$ cat src/rtl/openmips_run_ctrl_pkg.sv
// Shared encodings for the OpenMIPS run controller: FSM states, checkpoint targets, results.
package openmips_run_ctrl_pkg;

    localparam int unsigned TGT_W = 2;
    localparam int unsigned CNT_W = 32;

    typedef enum logic [2:0] {
        ST_HOLD = 3'd0,
        ST_RUN  = 3'd1,
        ST_PASS = 3'd2,
        ST_FAIL = 3'd3,
        ST_TOUT = 3'd4
    } run_state_e;

    typedef enum logic [TGT_W-1:0] {
        CHK_GPR = 2'd0,
        CHK_HI  = 2'd1,
        CHK_LO  = 2'd2
    } chk_tgt_e;

    typedef enum logic [1:0] {
        RES_NONE = 2'd0,
        RES_PASS = 2'd1,
        RES_FAIL = 2'd2,
        RES_TOUT = 2'd3
    } run_res_e;

    // Result reported for a given controller state.
    function automatic run_res_e state_result(input run_state_e st);
        case (st)
            ST_PASS: return RES_PASS;
            ST_FAIL: return RES_FAIL;
            ST_TOUT: return RES_TOUT;
            default: return RES_NONE;
        endcase
    endfunction

endpackage

$ cat src/rtl/openmips_run_ctrl_if.sv
// Checkpoint-configuration and writeback-monitor bundle for openmips_run_ctrl.
interface openmips_run_ctrl_if #(
    parameter int unsigned DATA_W  = 32,
    parameter int unsigned ADDR_W  = 5,
    parameter int unsigned NUM_CHK = 8
);
    localparam int unsigned IDX_W = $clog2(NUM_CHK);

    logic              cfg_we;
    logic [IDX_W-1:0]  cfg_idx;
    logic [1:0]        cfg_tgt;
    logic [ADDR_W-1:0] cfg_addr;
    logic [DATA_W-1:0] cfg_data;
    logic [IDX_W:0]    cfg_len;
    logic              wb_we;
    logic [ADDR_W-1:0] wb_waddr;
    logic [DATA_W-1:0] wb_wdata;
    logic              hilo_we;
    logic [DATA_W-1:0] hi_i;
    logic [DATA_W-1:0] lo_i;

    modport master (
        output cfg_we, cfg_idx, cfg_tgt, cfg_addr, cfg_data, cfg_len,
        output wb_we, wb_waddr, wb_wdata, hilo_we, hi_i, lo_i
    );

    modport slave (
        input cfg_we, cfg_idx, cfg_tgt, cfg_addr, cfg_data, cfg_len,
        input wb_we, wb_waddr, wb_wdata, hilo_we, hi_i, lo_i
    );

endinterface

$ cat src/rtl/run_ctrl_chk_table.sv
// Checkpoint table: synchronous write port, combinational read at the current pointer.
// Target storage exists only when RUN_CTRL_HILO_EN is defined.
module run_ctrl_chk_table
    import openmips_run_ctrl_pkg::*;
#(
    parameter int unsigned NUM_CHK = 8,
    parameter int unsigned DATA_W  = 32,
    parameter int unsigned ADDR_W  = 5,
    localparam int unsigned IDX_W  = $clog2(NUM_CHK)
) (
    input  logic              clk,
    input  logic              we,
    input  logic [IDX_W-1:0]  widx,
    input  logic [ADDR_W-1:0] waddr,
    input  logic [DATA_W-1:0] wdata,
    input  logic [IDX_W-1:0]  ridx,
    output logic [ADDR_W-1:0] raddr,
    output logic [DATA_W-1:0] rdata
`ifdef RUN_CTRL_HILO_EN
    ,
    input  logic [TGT_W-1:0]  wtgt,
    output logic [TGT_W-1:0]  rtgt
`endif
);

    logic [ADDR_W-1:0] addr_q [NUM_CHK];
    logic [DATA_W-1:0] data_q [NUM_CHK];
    logic              wr_en_c;

    // Writes to indices beyond the table depth are dropped.
    assign wr_en_c = we && (32'(widx) < NUM_CHK);

    always_ff @(posedge clk) begin
        if (wr_en_c) begin
            addr_q[widx] <= waddr;
            data_q[widx] <= wdata;
        end
    end

    assign raddr = addr_q[ridx];
    assign rdata = data_q[ridx];

`ifdef RUN_CTRL_HILO_EN
    logic [TGT_W-1:0] tgt_q [NUM_CHK];

    always_ff @(posedge clk) begin
        if (wr_en_c) begin
            tgt_q[widx] <= wtgt;
        end
    end

    assign rtgt = tgt_q[ridx];
`endif

endmodule

$ cat src/rtl/openmips_run_ctrl.sv
// Run controller and writeback self-checker for the OpenMIPS minimal SOPC.
// Define RUN_CTRL_HILO_EN to enable HI/LO checkpoints; otherwise every entry is a GPR check.
module openmips_run_ctrl
    import openmips_run_ctrl_pkg::*;
#(
    parameter int unsigned RST_CYCLES     = 10,
    parameter int unsigned TIMEOUT_CYCLES = 64,
    parameter int unsigned DATA_W         = 32,
    parameter int unsigned ADDR_W         = 5,
    parameter int unsigned NUM_CHK        = 8,
    localparam int unsigned IDX_W         = $clog2(NUM_CHK)
) (
    input  logic                   clk,
    input  logic                   rst,
    input  logic                   restart,
    openmips_run_ctrl_if.slave     bus,
    output logic                   core_rst,
    output logic                   done,
    output logic                   pass,
    output logic [IDX_W-1:0]       fail_idx,
    output logic [CNT_W-1:0]       cycle_cnt
);

    localparam int unsigned LEN_W  = IDX_W + 1;
    localparam int unsigned HOLD_W = $clog2(RST_CYCLES + 1);

    run_state_e        state_q, state_d;
    logic [HOLD_W-1:0] hold_cnt_q, hold_cnt_d;
    logic [LEN_W-1:0]  ptr_q, ptr_d;
    logic [LEN_W-1:0]  len_q, len_d;
    logic [CNT_W-1:0]  cycle_cnt_q, cycle_cnt_d;
    logic [IDX_W-1:0]  fail_idx_q, fail_idx_d;
    logic              core_rst_q, core_rst_d;
    logic              done_q, done_d;
    logic              pass_q, pass_d;

    logic [ADDR_W-1:0] ent_addr;
    logic [DATA_W-1:0] ent_data;
    logic [CNT_W-1:0]  cycle_nx_c;
    logic              cfg_wr_c;
    logic              hit_c;
    logic              eq_c;

    assign cfg_wr_c = bus.cfg_we && (state_q != ST_RUN);

`ifdef RUN_CTRL_HILO_EN
    logic [TGT_W-1:0] ent_tgt;
`endif

    run_ctrl_chk_table #(
        .NUM_CHK (NUM_CHK),
        .DATA_W  (DATA_W),
        .ADDR_W  (ADDR_W)
    ) u_table (
        .clk   (clk),
        .we    (cfg_wr_c),
        .widx  (bus.cfg_idx),
        .waddr (bus.cfg_addr),
        .wdata (bus.cfg_data),
        .ridx  (ptr_q[IDX_W-1:0]),
        .raddr (ent_addr),
        .rdata (ent_data)
`ifdef RUN_CTRL_HILO_EN
        ,
        .wtgt  (bus.cfg_tgt),
        .rtgt  (ent_tgt)
`endif
    );

`ifndef RUN_CTRL_HILO_EN
    logic unused_hilo;
    assign unused_hilo = ^{bus.cfg_tgt, bus.hilo_we, bus.hi_i, bus.lo_i};
`endif

    // Does this cycle's write hit the current entry, and does its data agree?
    always_comb begin
        hit_c = 1'b0;
        eq_c  = 1'b0;
`ifdef RUN_CTRL_HILO_EN
        if (ent_tgt == CHK_HI) begin
            hit_c = bus.hilo_we;
            eq_c  = (bus.hi_i == ent_data);
        end else if (ent_tgt == CHK_LO) begin
            hit_c = bus.hilo_we;
            eq_c  = (bus.lo_i == ent_data);
        end else begin
`endif
            // $0 is hardwired, so writes to it never count as a checkpoint.
            hit_c = bus.wb_we && (bus.wb_waddr == ent_addr) && (bus.wb_waddr != '0);
            eq_c  = (bus.wb_wdata == ent_data);
`ifdef RUN_CTRL_HILO_EN
        end
`endif
    end

    // Next-state, counters and registered outputs.
    always_comb begin
        state_d     = state_q;
        hold_cnt_d  = hold_cnt_q;
        ptr_d       = ptr_q;
        len_d       = len_q;
        cycle_cnt_d = cycle_cnt_q;
        fail_idx_d  = fail_idx_q;
        cycle_nx_c  = (cycle_cnt_q == '1) ? cycle_cnt_q : cycle_cnt_q + CNT_W'(1);

        if (cfg_wr_c) begin
            len_d = (32'(bus.cfg_len) > NUM_CHK) ? LEN_W'(NUM_CHK) : bus.cfg_len;
        end

        case (state_q)
            ST_HOLD: begin
                if (hold_cnt_q == HOLD_W'(RST_CYCLES - 1)) begin
                    state_d    = ST_RUN;
                    hold_cnt_d = '0;
                end else begin
                    hold_cnt_d = hold_cnt_q + HOLD_W'(1);
                end
            end
            ST_RUN: begin
                cycle_cnt_d = cycle_nx_c;
                // Pass, then a checkpoint verdict, then timeout.
                if (ptr_q >= len_q) begin
                    state_d = ST_PASS;
                end else if (hit_c && !eq_c) begin
                    state_d    = ST_FAIL;
                    fail_idx_d = ptr_q[IDX_W-1:0];
                end else if (hit_c) begin
                    ptr_d = ptr_q + LEN_W'(1);
                end else if (cycle_nx_c >= CNT_W'(TIMEOUT_CYCLES)) begin
                    state_d = ST_TOUT;
                end
            end
            ST_PASS, ST_FAIL, ST_TOUT: begin
                if (restart) begin
                    state_d     = ST_HOLD;
                    hold_cnt_d  = '0;
                    ptr_d       = '0;
                    cycle_cnt_d = '0;
                    fail_idx_d  = '0;
                end
            end
            default: begin
                state_d    = ST_HOLD;
                hold_cnt_d = '0;
            end
        endcase

        core_rst_d = (state_d == ST_HOLD);
        done_d     = (state_result(state_d) != RES_NONE);
        pass_d     = (state_result(state_d) == RES_PASS);
    end

    always_ff @(posedge clk) begin
        if (rst) begin
            state_q     <= ST_HOLD;
            hold_cnt_q  <= '0;
            ptr_q       <= '0;
            cycle_cnt_q <= '0;
            fail_idx_q  <= '0;
            core_rst_q  <= 1'b1;
            done_q      <= 1'b0;
            pass_q      <= 1'b0;
        end else begin
            state_q     <= state_d;
            hold_cnt_q  <= hold_cnt_d;
            ptr_q       <= ptr_d;
            cycle_cnt_q <= cycle_cnt_d;
            fail_idx_q  <= fail_idx_d;
            core_rst_q  <= core_rst_d;
            done_q      <= done_d;
            pass_q      <= pass_d;
        end
    end

    // Active entry count survives rst, like the table itself.
    always_ff @(posedge clk) begin
        len_q <= len_d;
    end

    assign core_rst  = core_rst_q;
    assign done      = done_q;
    assign pass      = pass_q;
    assign fail_idx  = fail_idx_q;
    assign cycle_cnt = cycle_cnt_q;

endmodule

$ cat src/flat_wrapper.sv
// flat-port wrapper written by rule: the top's interface ports become plain ports
module openmips_run_ctrl_flat import openmips_run_ctrl_pkg::*;
#(
    parameter int unsigned RST_CYCLES     = 10,
    parameter int unsigned TIMEOUT_CYCLES = 64,
    parameter int unsigned DATA_W         = 32,
    parameter int unsigned ADDR_W         = 5,
    parameter int unsigned NUM_CHK        = 8,
    localparam int unsigned IDX_W         = $clog2(NUM_CHK)
)
  (clk, rst, restart, core_rst, done, pass, fail_idx, cycle_cnt, bus_cfg_we, bus_cfg_idx, bus_cfg_tgt, bus_cfg_addr, bus_cfg_data, bus_cfg_len, bus_wb_we, bus_wb_waddr, bus_wb_wdata, bus_hilo_we, bus_hi_i, bus_lo_i);
  openmips_run_ctrl_if #(.DATA_W(DATA_W), .ADDR_W(ADDR_W), .NUM_CHK(NUM_CHK)) bus_i ();
  input  logic clk;
  input  logic rst;
  input  logic restart;
  output logic core_rst;
  output logic done;
  output logic pass;
  output logic [IDX_W-1:0] fail_idx;
  output logic [CNT_W-1:0] cycle_cnt;
  input wire logic [$bits(bus_i.cfg_we)-1:0] bus_cfg_we;
  input wire logic [$bits(bus_i.cfg_idx)-1:0] bus_cfg_idx;
  input wire logic [$bits(bus_i.cfg_tgt)-1:0] bus_cfg_tgt;
  input wire logic [$bits(bus_i.cfg_addr)-1:0] bus_cfg_addr;
  input wire logic [$bits(bus_i.cfg_data)-1:0] bus_cfg_data;
  input wire logic [$bits(bus_i.cfg_len)-1:0] bus_cfg_len;
  input wire logic [$bits(bus_i.wb_we)-1:0] bus_wb_we;
  input wire logic [$bits(bus_i.wb_waddr)-1:0] bus_wb_waddr;
  input wire logic [$bits(bus_i.wb_wdata)-1:0] bus_wb_wdata;
  input wire logic [$bits(bus_i.hilo_we)-1:0] bus_hilo_we;
  input wire logic [$bits(bus_i.hi_i)-1:0] bus_hi_i;
  input wire logic [$bits(bus_i.lo_i)-1:0] bus_lo_i;
  assign bus_i.cfg_we = bus_cfg_we;
  assign bus_i.cfg_idx = bus_cfg_idx;
  assign bus_i.cfg_tgt = bus_cfg_tgt;
  assign bus_i.cfg_addr = bus_cfg_addr;
  assign bus_i.cfg_data = bus_cfg_data;
  assign bus_i.cfg_len = bus_cfg_len;
  assign bus_i.wb_we = bus_wb_we;
  assign bus_i.wb_waddr = bus_wb_waddr;
  assign bus_i.wb_wdata = bus_wb_wdata;
  assign bus_i.hilo_we = bus_hilo_we;
  assign bus_i.hi_i = bus_hi_i;
  assign bus_i.lo_i = bus_lo_i;
  openmips_run_ctrl #(.RST_CYCLES(RST_CYCLES), .TIMEOUT_CYCLES(TIMEOUT_CYCLES), .DATA_W(DATA_W), .ADDR_W(ADDR_W), .NUM_CHK(NUM_CHK)) u_core (.clk(clk), .rst(rst), .restart(restart), .bus(bus_i), .core_rst(core_rst), .done(done), .pass(pass), .fail_idx(fail_idx), .cycle_cnt(cycle_cnt));
endmodule
$ cat config.mk
export PLATFORM = sky130hd
export DESIGN_NAME = openmips_run_ctrl_flat
export DESIGN_NICKNAME = d
export VERILOG_FILES = /design/src/rtl/openmips_run_ctrl_pkg.sv /design/src/rtl/openmips_run_ctrl_if.sv /design/src/rtl/run_ctrl_chk_table.sv /design/src/rtl/openmips_run_ctrl.sv /design/src/flat_wrapper.sv
export SDC_FILE = /design/constraint.sdc
export NUM_CORES = 1
export LEC_CHECK = 0
export BUFFER_PORTS_ARGS = -buffer_cell sky130_fd_sc_hd__buf_2
export CAP_MARGIN = 20
export CORE_ASPECT_RATIO = 1.4
export CORE_MARGIN = 2
export CORE_UTILIZATION = 58
export CTS_CLUSTER_DIAMETER = 150
export CTS_CLUSTER_SIZE = 16
export DETAILED_ROUTE_END_ITERATION = 8
export PLACE_DENSITY = 0.78
export RECOVER_POWER = 25
export SLEW_MARGIN = 20
export SYNTH_ARGS = -nofsm -noshare
export SYNTH_HDL_FRONTEND = slang
export SYNTH_SLANG_ARGS = --single-unit
export TNS_END_PERCENT = 50
$ cat constraint.sdc
create_clock -name clk -period 7.1 [get_ports clk]
set_clock_uncertainty 0.2 [all_clocks]
set_input_delay 0.355 -clock clk [delete_from_list [all_inputs] [get_ports clk]]
set_output_delay 0.355 -clock clk [all_outputs]
set_load 0.005 [all_outputs]
==> results of run 1 <==
-- layer usage --
metal	routed length, um	vias up	global-route usage (%)
met5	13	-	0
met4	1090	2	8.64
met3	2000	71	3.27
met2	16500	345	41.6
met1	12200	4555	28.8
li1	-	4124	-
-- report_power, final --
part / total, W / internal (W) / switching (W)
clock network: 0.00133 / 0.000671 / 0.000656
registers: 0.00229 / 0.00228 / 0.00000938
logic: 0.000132 / 0.0000524 / 0.0000794
total: 0.00375 / 0.00300 / 0.000745
-- layout make-up --
type	instances	area share (%)
antenna	3	0.0444
clock buffer	45	4.15
clock inverter	1	0.118
inverter	11	0.244
multi-input combinational	548	27.0
sequential	352	59.5
tap	319	2.36
timing repair buffer	180	6.60
-- cell usage in the layout, fill, tap and decap left out, types with 5 or more instances in the layout --
| cell type | netlist | final |
|---|---|---|
| clkbuf_16 | 0 | 25 |
| and2_1 | 5 | 5 |
| mux4_2 | 50 | 50 |
| nor3_1 | 12 | 10 |
| clkbuf_1 | 29 | 45 |
| dfxtp_1 | 52 | 49 |
| a311oi_1 | 16 | 16 |
| nor4_1 | 11 | 10 |
| nor2_1 | 51 | 50 |
| inv_1 | 11 | 11 |
| buf_4 | 5 | 16 |
| or3_1 | 6 | 6 |
| a22o_1 | 9 | 9 |
| a21oi_1 | 35 | 35 |
| xor2_1 | 37 | 37 |
| nand3_1 | 23 | 23 |
| a22oi_1 | 15 | 15 |
| nand2_1 | 52 | 52 |
| nand4_1 | 20 | 20 |
| ha_1 | 8 | 8 |
| buf_2 | 6 | 98 |
| and3_1 | 17 | 17 |
| xnor2_1 | 9 | 9 |
| edfxtp_1 | 300 | 300 |
| dlygate4sd3_1 | 0 | 41 |
| a31oi_1 | 9 | 9 |
| o21ai_0 | 22 | 22 |
| mux2i_1 | 76 | 76 |
-- final timing paths --
check | start | endpoint | slack, ns | cells past startpoint
worst min-delay path | restart | u_core.state_q[2] | 0.1 | 3
worst min register to register | u_core.ptr_q[3] | u_core.ptr_q[3] | 0.29 | 2
worst max register to register | register | register | 2.45 | 10
worst max-delay path | register | register | 2.45 | 10
-- worst max-delay path, delay by kind of cell (launching register included) --
family | cells | cell delay (ns)
AO/OA/AOI/OAI | 4 | 0.72
buffers and inverters | 1 | 0.32
flip-flops | 1 | 0.31
AND/OR/NAND/NOR | 5 | 2.96
-- timing repair --
| item | CTS | global route |
|---|---|---|
| hold buffers | 41 | 0 |
| hold endpoints to repair | 300 | 0 |
| setup endpoints to repair | 0 | 0 |
-- synth_stat cells (20+ instances only) --
library cell,n
a21oi_1,35
clkbuf_1,29
dfxtp_1,52
edfxtp_1,300
mux2i_1,76
mux4_2,50
nand2_1,52
nand3_1,23
nand4_1,20
nor2_1,51
o21ai_0,22
xor2_1,37
-- cells by family (layout without fill, tap and decap cells) --
kind of cell,after synthesis,after routing
other,0,3
muxes,126,126
adders and majority gates,8,8
xor gates and xnor gates,46,46
AOI/OAI and AO/OA,142,142
buffers and inverters,60,237
DFF,352,352
and+or+nand+nor,226,226
-- flip-flops by register name, summed over array words and instances (netlist names), 3 cells and up, named ones only --
register / count
u_core.len_q: 4
u_core.hold_cnt_q: 4
u_core.u_table.addr_q: 40
u_core.state_q: 3
u_core.u_table.data_q: 256
u_core.fail_idx: 3
u_core.cycle_cnt: 32
u_core.ptr_q: 4
-- metrics by stage --
stage	instance area, um^2	hold WS [ns]
floorplan	14900	0.254
global placement	15800	0.266
detailed placement	15800	0.280
CTS	16900	0.0760
global route	16900	0.102
finish	16900	0.0963
==> results.py, run 1 <==
metrics = {
    "placement": {
        "worst_setup_slack_after_placement_ns": 2.51,
        "numPortBuffers": 123,
        "post-place-cells": 1369,
        "hpwl_um": 18700,
        "place.gp.congestion": 0.884,
    },
    "clock_tree": {
        "cts_tree": "yes",
        "clk-insertion-delay-late_ns": 0.55,
        "cts.root.buffer_cell": "clkbuf_16",
        "tritoncts_num_sinks": 352,
        "post_cts.repair.setup_buffers": 0,
        "path_clk_slew_ns": 0.08,
        "tritoncts.num_buffers": 25,
        "cts_max_path_buffers": 3,
        "post_cts.resized_instances": 0,
        "cts_max_level": 1,
    },
    "yosys": {
        "netlist_area_um2": 14900,
        "synth.yosys.seq_area_share_pct": 67.7,
        "async_reset_ff_share_pct": 0,
        "share_of_the_synthesized_area_in_compound_gates_ao_oa_aoi_oai_pct": 6.53,
        "arithmetic_cell_share_of_the_synthesized_area_counting_full_adders_half_adders_and_majority_gates_pct": 0.674,
        "synth.top_cells.by_area": "edfxtp_1 61%, mux4_2 7.6%, dfxtp_1 7.0%",
        "dominant_combinational_cell_family_by_area_after_synthesis": "multiplexers",
        "post-synth-top-area-fraction_pct": 60.7,
        "yosysTopAreaCell": "edfxtp_1",
        "count_of_yosys_warnings_during_synthesis": 0,
        "synth_edf_count": 300,
        "synth-seq-cells": 352,
        "yosys.area_share.simple_pct": 7.77,
        "yosys.cell_types.count": 58,
        "postSynthCellCount": 960,
        "synth_flop_cell": "edfxtp_1",
        "syn-mean-instance-area_um2": 15.5,
        "synth.mux.area_fraction_pct": 12.7,
        "post_synth_xor_area_fraction_pct": 2.71,
        "synth_nets": 1121,
    },
    "sta": {
        "hold_viol_final": 0,
        "final_worst_path_period_share_pct": 65.5,
        "slew_headroom_pct": 23.2,
        "worst_pin_slew_ns": 1.15,
        "report.final.setup_viol": 0,
        "max_freq_mhz": 215,
        "final.setup.worst_slack_ns": 2.45,
        "final_max_slew_viol_count": 0,
        "layout_min_cycle_time_ns": 4.65,
        "grt_setup_unrepaired": "no",
        "fin_setup_tns_ns": 0,
    },
    "detailed_routing": {
        "vias": 9097,
        "route.detailed.vias_per_inst": 6.24,
        "drc": 0,
        "drt_pass1_iterations": 5,
        "detail_route.wl_per_cell_um": 21.8,
        "drt.antenna.violating_nets": 0,
        "drt_iter0_markers": 450,
        "drt-total-wl_um": 31800,
    },
    "floorplanning": {
        "placementRows": 69,
        "core-area_um2": 25300,
        "die_y_um": 193,
        "initial_utilization_pct": 58.7,
        "die_w_um": 139,
        "io_pins": 191,
        "floorplan.die_area_um2": 26900,
    },
    "critical_path": {
        "required_time_of_the_worst_setup_path_ns": 7.35,
        "critPathMaxStageDelay_ns": 0.97,
        "worstSetupStartpointType": "register",
        "timing.critical_path.to_type": "register",
        "worst-path-max-fanout": 39,
        "critical_path.cell_chain": "buf_4 -> nor2_1 -> a22oi_1 -> a21oi_1 -> o22ai_1 -> nor4_1 -> nand4_1 -> or2_1 -> or4_1 -> a21oi_1",
        "cpMaxStageDelayCell": "nor2_1",
        "arrival_ns": 4.90,
        "timing.setup.critical_path_class": "reg -> reg",
        "timing.critical_path.mode_cell": "a21oi_1",
    },
    "layout": {
        "finish.cell_count_without_fillers": 1459,
        "fin_util_pct": 66.8,
        "final-seq-area_um2": 10100,
        "areaGrowthSynthToFinish_pct": 13.8,
        "fillers": 1760,
        "area_used_by_multi_input_combinational_logic_um2": 4560,
        "drive_above_1_share_pct": 18.3,
        "fin_nets": 1279,
    },
    "status": {
        "status": "finished clean",
    },
    "pwr": {
        "static-leakage-power_nw": 5.43,
        "worst_ir_drop_vdd_mv": 0.212,
        "power-per-cell-area_nw_per_um2": 222,
        "p_total_w": 0.00375,
    },
    "global_routing": {
        "number_of_antenna_violations_at_the_first_check_in_global_routing": 1,
        "pin_count_of_the_biggest_net_entering_global_routing": 49,
        "grt.overflow.total": 0,
        "grt_pass1_wl_um": 49000,
        "grt_pass1_vias": 9038,
        "grt_usage_pct": 23.3,
    },
    "job": {
        "maxCapViolCount": 0,
    },
    "hold_path": {
        "timing.hold.worst.class": "in -> reg",
    },
}
Note: power is estimated with default switching activity, not from simulation.
==> inputs of run 2 (changes only) <==
ABC_AREA = 1   (was not set)
CORE_UTILIZATION = 59   (was 58)
PLACE_DENSITY = 0.79   (was 0.78)
clock period = 4.76 ns   (was 7.1 ns; I/O delays follow)
==> results.py, run 2 <==
metrics = {
    "floorplanning": {
        "die_w_um": 144,
        "initial_utilization_pct": 60.2,
        "core-area_um2": 27000,
        "placementRows": 71,
        "die_y_um": 200,
        "floorplan.die_area_um2": 28900,
        "io_pins": 191,
    },
    "detailed_routing": {
        "drt_pass1_iterations": 6,
        "route.detailed.vias_per_inst": 5.46,
        "drc": 0,
        "drt.antenna.violating_nets": 0,
        "drt_iter0_markers": 862,
        "detail_route.wl_per_cell_um": 17.1,
        "vias": 12700,
        "drt-total-wl_um": 39800,
    },
    "yosys": {
        "synth_flop_cell": "edfxtp_1",
        "netlist_area_um2": 16300,
        "async_reset_ff_share_pct": 0,
        "postSynthCellCount": 1799,
        "synth_edf_count": 300,
        "syn-mean-instance-area_um2": 9.04,
        "yosys.cell_types.count": 36,
        "synth-seq-cells": 352,
        "post-synth-top-area-fraction_pct": 55.4,
        "synth.yosys.seq_area_share_pct": 61.8,
        "count_of_yosys_warnings_during_synthesis": 0,
        "synth.top_cells.by_area": "edfxtp_1 55%, nand2_1 14%, dfxtp_1 6.4%",
        "post_synth_most_frequent_cells": "616 x nand2_1, 300 x edfxtp_1, 212 x nor2_1",
        "post-synth-top-count-cell": "nand2_1",
        "yosysTopAreaCell": "edfxtp_1",
        "synth_nets": 1960,
    },
    "sta": {
        "final_worst_path_period_share_pct": 73.4,
        "report.final.setup_viol": 0,
        "grt_setup_unrepaired": "no",
        "fin_setup_tns_ns": 0,
        "worst_pin_slew_ns": 0.966,
        "final_max_slew_viol_count": 0,
        "layout_min_cycle_time_ns": 3.50,
        "slew_headroom_pct": 35.6,
        "fin_hold_ws_ns": 0.0394,
        "hold_viol_final": 0,
        "max_freq_mhz": 286,
    },
    "pwr": {
        "static-leakage-power_nw": 7.51,
        "power-per-cell-area_nw_per_um2": 308,
        "p_total_w": 0.00562,
        "worst_ir_drop_vdd_mv": 0.312,
    },
    "status": {
        "status": "finished clean",
    },
    "critical_path": {
        "timing.critical_path.to_type": "register",
        "worst-path-max-fanout": 52,
        "worstSetupStartpointType": "register",
        "arrival_ns": 3.68,
        "timing.setup.critical_path_class": "reg -> reg",
        "required_time_of_the_worst_setup_path_ns": 4.94,
    },
    "global_routing": {
        "grt_usage_pct": 27.3,
        "grt_pass1_wl_um": 61900,
        "grt_pass1_vias": 12300,
        "pin_count_of_the_biggest_net_entering_global_routing": 164,
        "number_of_antenna_violations_at_the_first_check_in_global_routing": 3,
        "grt.overflow.total": 0,
    },
    "job": {
        "maxCapViolCount": 0,
    },
    "layout": {
        "largest_register_ff_count": 256,
        "areaGrowthSynthToFinish_pct": 12.4,
        "drive_above_1_share_pct": 8.43,
        "fin_util_pct": 67.7,
        "max_flop_register": "u_core.u_table.data_q",
        "most-common-layout-cells": "616 x nand2_1, 300 x edfxtp_1, 204 x nor2_1, 184 x inv_1, 181 x nand3_1",
        "layout_commonest_cell": "nand2_1",
        "fin_nets": 2101,
    },
    "clock_tree": {
        "tritoncts_num_sinks": 352,
        "cts_max_level": 1,
        "tritoncts.num_buffers": 25,
        "cts_max_path_buffers": 3,
        "post_cts.resized_instances": 0,
        "cts_tree": "yes",
        "clk-insertion-delay-late_ns": 0.53,
        "path_clk_slew_ns": 0.07,
        "post_cts.repair.setup_buffers": 0,
        "cts.root.buffer_cell": "clkbuf_16",
    },
    "placement": {
        "place.gp.congestion": 0.983,
        "numPortBuffers": 123,
        "hpwl_um": 23700,
    },
    "hold_path": {
        "timing.hold.worst.class": "in -> reg",
    },
}
[run 2: changes by cell type in the layout (fill, tap and decap cells not counted), moves of 50 or more]
cell / previous run / this run
nand2_1: 52 / 616
inv_1: 11 / 184
nand3_1: 23 / 181
nor2_1: 50 / 204
mux2i_1: 76 / 0
mux4_2: 50 / 0
[run 2: final timing paths]
kind / depth (start not counted) / to / slack (ns) / start
setup / recovery: 17 / register / 1.26 / register
hold / removal: 2 / u_core.state_q[0] / 0.04 / rst
setup reg to reg: 17 / register / 1.26 / register
hold reg to reg: 2 / u_core.ptr_q[3] / 0.32 / u_core.ptr_q[3]
[run 2: what timing repair did]
item	CTS	global route
hold buffers	43	0
endpoints found under the setup margin	0	0
hold endpoints to repair	307	0
[run 2: metrics by stage]
| step | cells | instance area, um^2 | setup WS, ns |
|---|---|---|---|
| 5_1_grt | 2324 | 18300 | 0.947 |
| 3_5_place_dp | 2235 | 17200 | 1.38 |
| 3_3_place_gp | 2235 | 17200 | 1.43 |
| 4_1_cts | 2323 | 18300 | 1.36 |
| 2_1_floorplan | 1799 | 16300 | 1.60 |
| 6_report | 2327 | 18300 | 1.26 |
[run 2: cell type report]
class | count | area (um^2)
flip-flops and latches | 352 | 10100
repair buffers | 182 | 1160
fillers | 2146 | 8720
diodes | 4 | 10.0
multi-input cells | 1191 | 5190
inverters | 188 | 707
clock buffers | 45 | 701
well taps | 365 | 457
[run 2: report_power, final]
group	total, W	internal (W)	switching (W)	leakage [nW]
combinational	0.000240	0.0000854	0.000155	4.02
clock	0.00197	0.000990	0.000979	0.332
sequential	0.00341	0.00340	0.0000144	3.15
total	0.00562	0.00448	0.00115	7.51
[run 2: critical path: stages (launching register included)]
cell	delay, ns
dfxtp_4	0.36
clkinv_2	0.33
buf_4	0.56
nand2_1	0.12
nand3_1	0.11
nand3_1	0.13
nand3b_1	0.13
nand2_1	0.07
inv_1	0.06
nand2_1	0.08
nor2_1	0.20
nand2_1	0.09
nor2_1	0.11
nand2_1	0.19
o21ai_2	0.30
nand2_2	0.11
nand2_1	0.07
a21oi_1	0.08
[run 2: logic make-up (layout without fill, tap and decap cells)]
kind of cell    after synthesis  in the layout  synth area share (%)
buf+inv                     256            415                  6.66
simple gates               1048           1048                  26.4
fa+ha+maj                     8              8                 0.616
other cells                   0              4                     0
compound gates              127            127                  4.15
xor+xnor                      8              8                 0.431
flops                       352            352                  61.8
[run 2: routing by layer]
metal | up-vias | GRT usage (%) | wire [um]
met5 | - | 0 | 0
met4 | 0 | 12.2 | 1480
met3 | 96 | 3.48 | 2540
met2 | 470 | 49.5 | 20900
met1 | 5994 | 32.0 | 14900
li1 | 6144 | - | -
==> inputs of run 3 (changes only) <==
ABC_AREA = 0   (was 1)
CORE_UTILIZATION = 58   (was 59)
PLACE_DENSITY = 0.78   (was 0.79)
clock period = 3.5 ns   (was 4.76 ns; I/O delays follow)
==> results.py, run 3 (same netlist as run 1, synthesis figures left out) <==
metrics = {
    "status": {
        "status": "finished clean",
    },
    "global_routing": {
        "grt_usage_pct": 24.6,
        "grt_pass1_vias": 9468,
        "grt.overflow.total": 0,
        "number_of_antenna_violations_at_the_first_check_in_global_routing": 0,
        "grt_pass1_wl_um": 51300,
        "pin_count_of_the_biggest_net_entering_global_routing": 38,
    },
    "clock_tree": {
        "cts_max_path_buffers": 3,
        "tritoncts.num_buffers": 25,
        "cts.root.buffer_cell": "clkbuf_16",
        "cts_max_level": 1,
        "tritoncts_num_sinks": 352,
        "clk-insertion-delay-late_ns": 0.56,
        "cts_tree": "yes",
        "path_clk_slew_ns": 0.08,
    },
    "detailed_routing": {
        "route.detailed.vias_per_inst": 6.17,
        "drt_pass1_iterations": 5,
        "detail_route.wl_per_cell_um": 22.6,
        "vias": 9340,
        "drt.antenna.violating_nets": 0,
        "drt_iter0_markers": 728,
        "drc": 0,
        "drt-total-wl_um": 34200,
    },
    "pwr": {
        "p_total_w": 0.00763,
        "worst_ir_drop_vdd_mv": 0.485,
        "power-per-cell-area_nw_per_um2": 431,
        "static-leakage-power_nw": 5.83,
    },
    "sta": {
        "final_worst_path_period_share_pct": 98.4,
        "worst_pin_slew_ns": 0.772,
        "report.final.setup_viol": 0,
        "layout_min_cycle_time_ns": 3.44,
        "final.setup.worst_slack_ns": 0.0571,
        "max_freq_mhz": 290,
        "hold_viol_final": 0,
        "slew_headroom_pct": 48.5,
        "grt_setup_unrepaired": "yes",
        "fin_hold_ws_ns": 0.0171,
        "final_max_slew_viol_count": 0,
    },
    "critical_path": {
        "timing.setup.critical_path_class": "reg -> reg",
        "critPathMaxStageDelay_ns": 0.50,
        "cpMaxStageDelayCell": "mux4_2",
        "setup.reg_to_reg.worst_slack_ns": 0.06,
        "required_time_of_the_worst_setup_path_ns": 3.70,
        "worstSetupStartpointType": "register",
        "worst-path-max-fanout": 6,
        "timing.critical_path.mode_cell": "buf_4",
        "arrival_ns": 3.64,
        "critical_path.n_buffers_inverters": 5,
        "critPathTopFamily": "simple AND/OR/NAND/NOR gates",
        "timing.critical_path.to_type": "register",
        "critical_path.cell_chain": "buf_12 -> mux4_2 -> mux2i_2 -> xor2_1 -> nand4_1 -> nor4_2 -> buf_4 -> nand4_1 -> buf_4 -> buf_4 -> nor3_1 -> buf_4 -> xnor2_1 -> nor2_1",
    },
    "placement": {
        "hpwl_um": 20200,
        "numPortBuffers": 123,
        "worst_setup_slack_after_placement_ns": -0.448,
        "place.gp.congestion": 0.939,
        "post-place-cells": 1412,
    },
    "layout": {
        "fillers": 1671,
        "drive_above_1_share_pct": 24.4,
        "finish.cell_count_without_fillers": 1513,
        "fin_nets": 1336,
        "layout_commonest_cell": "edfxtp_1",
        "largest_register_ff_count": 256,
        "antenna_diodes": 0,
        "fin_util_pct": 70.0,
        "most-common-layout-cells": "300 x edfxtp_1, 97 x buf_2, 67 x mux2i_1, 56 x buf_4, 52 x nand2_1",
        "areaGrowthSynthToFinish_pct": 19.2,
        "max_flop_register": "u_core.u_table.data_q",
    },
    "floorplanning": {
        "placementRows": 69,
        "io_pins": 191,
        "initial_utilization_pct": 58.7,
        "die_w_um": 139,
        "die_y_um": 193,
        "core-area_um2": 25300,
        "floorplan.die_area_um2": 26900,
    },
    "job": {
        "maxCapViolCount": 0,
    },
    "hold_path": {
        "timing.hold.worst.class": "in -> reg",
    },
}
## run 3: where the power goes
group	internal, W	total [W]	switching (W)	leakage [nW]
combinational	0.000112	0.000282	0.000171	2.33
sequential	0.00462	0.00464	0.0000198	3.15
clock	0.00136	0.00271	0.00134	0.341
## run 3: through the flow
| stage | area (um^2) | TNS [ns] |
|---|---|---|
| after global placement | 16200 | -2.37 |
| after floorplan | 14900 | -177.19 |
| after detailed placement | 16200 | -3.70 |
| final | 17700 | 0 |
| after global routing | 17700 | -0.104 |
| after CTS | 17500 | 0 |
## run 3: timing repair
item | 4_1_cts | 5_1_grt
gates cloned | 3 | 3
gates resized for setup | 7 | 38
setup endpoints to repair | 13 | 12
buffers inserted | 2 | 5
pin swaps | 4 | 18
hold buffers | 43 | 0
endpoints found under the hold margin | 311 | 0
## run 3: final timing paths
check	start	endpoint	cells after the start
setup / recovery	register	register	14
hold / removal	bus_wb_we	u_core.state_q[0]	6
setup reg to reg	register	register	14
hold reg to reg	u_core.fail_idx[0]	u_core.fail_idx[0]	1
## run 3: per-layer routing
| layer | vias up | wire length [um] | track usage (%) |
|---|---|---|---|
| met3 | 88 | 2110 | 3.14 |
| li1 | 4227 | - | - |
| met5 | - | 0 | 0 |
| met4 | 0 | 1250 | 9.84 |
| met2 | 378 | 17900 | 43.6 |
| met1 | 4647 | 12900 | 30.9 |
## run 3: area by class of cell
type | count | area (um^2) | area share (%)
Clock buffer | 45 | 701 | 3.96
Sequential cell | 352 | 10100 | 56.8
Inverter | 11 | 41.3 | 0.233
Tap cell | 319 | 399 | 2.25
Clock inverter | 1 | 20.0 | 0.113
Timing Repair Buffer | 237 | 1770 | 9.97
Multi-Input combinational cell | 548 | 4720 | 26.7
## run 3: worst min-delay path, stage by stage
cell and delay [ns]:
buf_2 0.09, nand2_1 0.06, nor4_2 0.05, buf_4 0.14, o21ai_0 0.15, a21oi_1 0.06
